==> config.mk <==
export PLATFORM = sky130hd
export DESIGN_NAME = mem_rdata_return
export DESIGN_NICKNAME = d
export VERILOG_FILES = /design/src/rtl/mem_rdata_return.sv
export SDC_FILE = /design/constraint.sdc
export NUM_CORES = 1
export LEC_CHECK = 0
export BUFFER_PORTS_ARGS = -buffer_cell sky130_fd_sc_hd__buf_2
export CAP_MARGIN = 20
export CORE_AREA = 2 2 219 221
export DETAILED_ROUTE_END_ITERATION = 16
export DIE_AREA = 0 0 221 223
export SETUP_SLACK_MARGIN = 0.02
export SLEW_MARGIN = 20
export SYNTH_ARGS = -nofsm -noshare
export SYNTH_HDL_FRONTEND = slang
export SYNTH_SLANG_ARGS = --single-unit
==> constraint.sdc <==
create_clock -name CLK -period 2.1 [get_ports CLK]
set_input_delay 0.63 -clock CLK [delete_from_list [all_inputs] [get_ports CLK]]
set_output_delay 0.63 -clock CLK [all_outputs]
set_load 0.05 [all_outputs]
==> src/rtl/mem_rdata_return.sv <==
// Read-data return path of the banked SRAM controller: delays each accepted read's
// bank/macro tag to match macro latency, then registers the selected byte to the host.
module mem_rdata_return #(
    parameter int READ_LAT = 1,
    parameter int DW       = 8,
    parameter int NMAC     = 16
) (
    input  logic                 CLK,
    input  logic                 RSTN,
    input  logic [15:0]          ADDR,
    input  logic                 CE,
    input  logic                 CSB,
    input  logic                 WEB,
    input  logic                 OEB,
    input  logic [NMAC*DW-1:0]   MEM_ODATA_BANK1,
    input  logic [NMAC*DW-1:0]   MEM_ODATA_BANK2,
    input  logic [NMAC*DW-1:0]   MEM_ODATA_BANK3,
    input  logic [NMAC*DW-1:0]   MEM_ODATA_BANK4,
    output logic [DW-1:0]        ODATA,
    output logic                 ODATA_VALID,
    output logic                 BUSY,
    output logic [15:0]          RD_CNT
);

    logic                rd_req;
    logic [READ_LAT:0]   tag_vld;
    logic [1:0]          tag_bank [READ_LAT+1];
    logic [3:0]          tag_mac  [READ_LAT+1];
    logic [NMAC*DW-1:0]  bank_data;
    logic [DW-1:0]       sel_byte;
    logic                unused_addr;

    assign rd_req      = CE & ~CSB & WEB & ~OEB;
    assign unused_addr = ^ADDR[9:0];

    always_ff @(posedge CLK or negedge RSTN) begin
        if (!RSTN) begin
            tag_vld <= '0;
            for (int k = 0; k <= READ_LAT; k++) begin
                tag_bank[k] <= '0;
                tag_mac[k]  <= '0;
            end
        end else begin
            tag_vld     <= {tag_vld[READ_LAT-1:0], rd_req};
            tag_bank[0] <= ADDR[15:14];
            tag_mac[0]  <= ADDR[13:10];
            for (int k = 1; k <= READ_LAT; k++) begin
                tag_bank[k] <= tag_bank[k-1];
                tag_mac[k]  <= tag_mac[k-1];
            end
        end
    end

    // The macros were addressed on the edge that loaded stage 0, so their data is
    // stable once the tag has advanced READ_LAT edges, i.e. into the last stage.
    always_comb begin
        bank_data = MEM_ODATA_BANK1;
        case (tag_bank[READ_LAT])
            2'd0:    bank_data = MEM_ODATA_BANK1;
            2'd1:    bank_data = MEM_ODATA_BANK2;
            2'd2:    bank_data = MEM_ODATA_BANK3;
            default: bank_data = MEM_ODATA_BANK4;
        endcase
    end

    assign sel_byte = bank_data[DW*int'(tag_mac[READ_LAT]) +: DW];

    always_ff @(posedge CLK or negedge RSTN) begin
        if (!RSTN) begin
            ODATA       <= '0;
            ODATA_VALID <= 1'b0;
            RD_CNT      <= '0;
        end else begin
            ODATA_VALID <= tag_vld[READ_LAT];
            if (tag_vld[READ_LAT]) begin
                ODATA  <= sel_byte;
                RD_CNT <= RD_CNT + 16'd1;
            end
        end
    end

    assign BUSY = |tag_vld[READ_LAT-1:0];

endmodule

==> results_dict.tcl <==
set metrics [dict create \
    synthAdderAreaFrac 0.00218 \
    syn2layout_area_growth_pct 85.1 \
    status "complete, but fails checks" \
    synth_common_cells "84 x mux4_2, 47 x nand2_1, 39 x dfrtp_1, 38 x mux2i_1" \
    dieWidth_um 221 \
    synth_compound_area_frac 0.180 \
    cts_htree_levels 2 \
    ys_async_sr_fraction 1.00 \
    ir_drop_v 0.000260 \
    yosysMostFrequentCell "mux4_2" \
    synth_top_family_by_area "multiplexers" \
    violations "negative setup slack" \
    ys_types 59 \
    place_hpwl_um 35100 \
    root_buffer "clkbuf_16" \
    wl_um 41600 \
    grt_max_degree 34 \
    wire_per_inst_um 23.5 \
    syn_area_per_cell_um2 10.7 \
    finalNetCount 1678 \
    dr.pass1.iters 5 \
    initial_core_util 0.122 \
    ys_seq_elements 39 \
    synthesis.nets 1069 \
    worst_slack_ns -0.244 \
    cts_tree "done" \
    synth_area_leader_cell "mux4_2" \
    crit_path_end_kind "register" \
    drt_iter0_markers 425 \
    grt_pass1_wl_um 56300 \
    gp_congestion 0.899 \
    power_density_nw_per_um2 401 \
    port_buffers 549 \
    route.detailed.drc 0 \
    yosys_warnings 0 \
    crit_path_max_fanout 7 \
    rsz0062_at_grt "yes" \
    rows 80 \
    grt.overflow.total 0 \
    synth_xor_area_frac 0.0229 \
    cellLeakagePower_nw 4.94 \
    fmax_ghz 0.427 \
    relSlewSlack 0.640 \
    fp.dieH_um 223 \
    path_clk_slew_ns 0.08 \
    grt_pass1_vias 8162 \
    required_ns 2.27 \
    hp-class "in2async" \
    cts_num_sinks 39 \
    cts_buffers 5 \
    holdWs_ns 0.222 \
    worstSetupPathType "reg2reg" \
    synth.area.top_cells "mux4_2 33%, dfrtp_1 17%, mux2i_1 6.6%" \
    syn_inst 534 \
    ys_seq_area_frac 0.170 \
    finalSetupViolCount 8 \
    cp.arrival_ns 2.51 \
    placed_area_um2 9880 \
    vias 7665 \
    mappedNetlistArea_um2 5730 \
    drive_gt1_frac 0.714 \
    startpoint_type "register" \
    synth_edf_count 0 \
    antenna_found_initial 18 \
    synth.area.mux_share 0.466 \
    synth_top_area_frac 0.330 \
    hold_buffers 0 \
    period_share 1.12 \
    ioPinCount 560 \
    grt_usage 0.160 \
    skew_ns 0.0156 \
    yosys.area_share.simple 0.0965 \
    viasPerCell 4.33 \
    fin_area_um2 10600 \
    hold_viol_final 0 \
    cts_max_path_buffers 2 \
    min_period_ns 2.34 \
    worstSkewPairLatency_ns 0.31 \
    maxSlewViolCount 0 \
    final_antenna_net_count 0 \
    nFillCells 5102 \
    worstMarginPinSlew_ns 0.541 \
    ys.flop_type "dfrtp_1" \
    die_area_um2 49300 \
    place_ws_ns -0.639 \
    maxCapViolCount 0 \
    core_area_um2 47100 \
]
## worst paths after layout
kind / startpoint / end / slack (ns) / cells after the start
worst max register to register: tag_bank[0] / ODATA[4] / -0.24 / 6
min in group CLK: tag_mac[4] / tag_mac[0] / 0.35 / 0
max in group asynchronous: RSTN / ODATA[6] / 1.36 / 2
worst min-delay path: RSTN / tag_mac[6] / 0.22 / 1
worst max-delay path: tag_bank[0] / ODATA[4] / -0.24 / 6
worst min register to register: tag_mac[4] / tag_mac[0] / 0.35 / 0
## logic make-up after synthesis
family / Yosys count
compound gates: 146
flops: 39
mux: 148
fa+ha+maj: 1
xor+xnor: 15
buf+inv: 65
simple gates: 120
## layer usage
layer | GRT usage | part of all wire | wire length (um)
met2 | 0.269 | 0.47 | 19600
met4 | 0.0576 | 0.033 | 1380
met1 | 0.194 | 0.42 | 17300
met5 | 0 | 0.0030 | 126
met3 | 0.0461 | 0.075 | 3100
## cell usage in the layout, fill, tap and decap left out, types with 6 or more instances in the layout
cell,synthesis,final
o221ai_1,7,6
buf_12,0,24
o211ai_1,8,8
diode_2,0,11
mux2i_1,38,35
nand3_1,13,13
a22oi_1,8,7
nor2b_1,8,6
clkbuf_16,0,8
nor2_1,26,25
a221o_1,6,6
a221oi_1,11,6
a21oi_1,19,16
buf_4,9,77
dfrtp_1,39,34
xnor2_1,10,10
a31oi_1,9,8
buf_2,27,549
nand4_1,7,7
mux4_2,84,89
mux2_2,19,18
o22ai_1,15,14
nand2_1,47,46
o21ai_0,27,23
## area by class of cell
type                    count  area, um^2  share of cell area
diodes                     11        27.5             0.00260
clock buffers               5         125              0.0118
clock inverters             3        43.8             0.00413
inverters                   4        15.0             0.00142
multi-input cells         430        4590               0.433
flip-flops and latches     39         990              0.0933
well taps                 615         769              0.0726
repair buffers            663        4050               0.381
## per-stage QoR
step	cells	setup TNS, ns	utilization	total power (W)
3_5_place_dp	1730	-2.51	0.210	0.00316
5_1_grt	1767	-1.91	0.225	0.00450
2_1_floorplan	534	0	-	0.00202
6_report	1770	-1.45	0.225	0.00425
3_3_place_gp	1730	-2.40	0.210	0.00314
4_1_cts	1755	-1.71	0.220	0.00427
## repair_timing
action / 4_1_cts / 5_1_grt
gates resized for setup: 36 / 29
setup buffers: 15 / 2
gates cloned: 2 / 3
endpoints found under the setup margin: 8 / 8
pin swaps: 4 / 9
## power by group
| group | total (W) | leakage [nW] | switching (W) | internal [W] |
|---|---|---|---|---|
| clock | 0.000965 | 0.0838 | 0.000402 | 0.000563 |
| combinational | 0.00235 | 4.37 | 0.00118 | 0.00116 |
| sequential | 0.000938 | 0.484 | 0.0000992 | 0.000839 |
| total | 0.00425 | 4.94 | 0.00168 | 0.00257 |
## flip-flops by register name (all words and copies together) (netlist names)
signal,flops
tag_vld,2
RD_CNT,16
ODATA,8
tag_bank,4
ODATA_VALID,1
tag_mac,8
## worst max-delay path, stage by stage, from the launching register on
cell       delay, ns
dfrtp_4         0.52
buf_12          0.14
buf_16          0.13
mux4_2          0.50
mux4_2          0.59
o2111ai_2       0.22
a32oi_1         0.11
(Power assumes the default switching activity.)
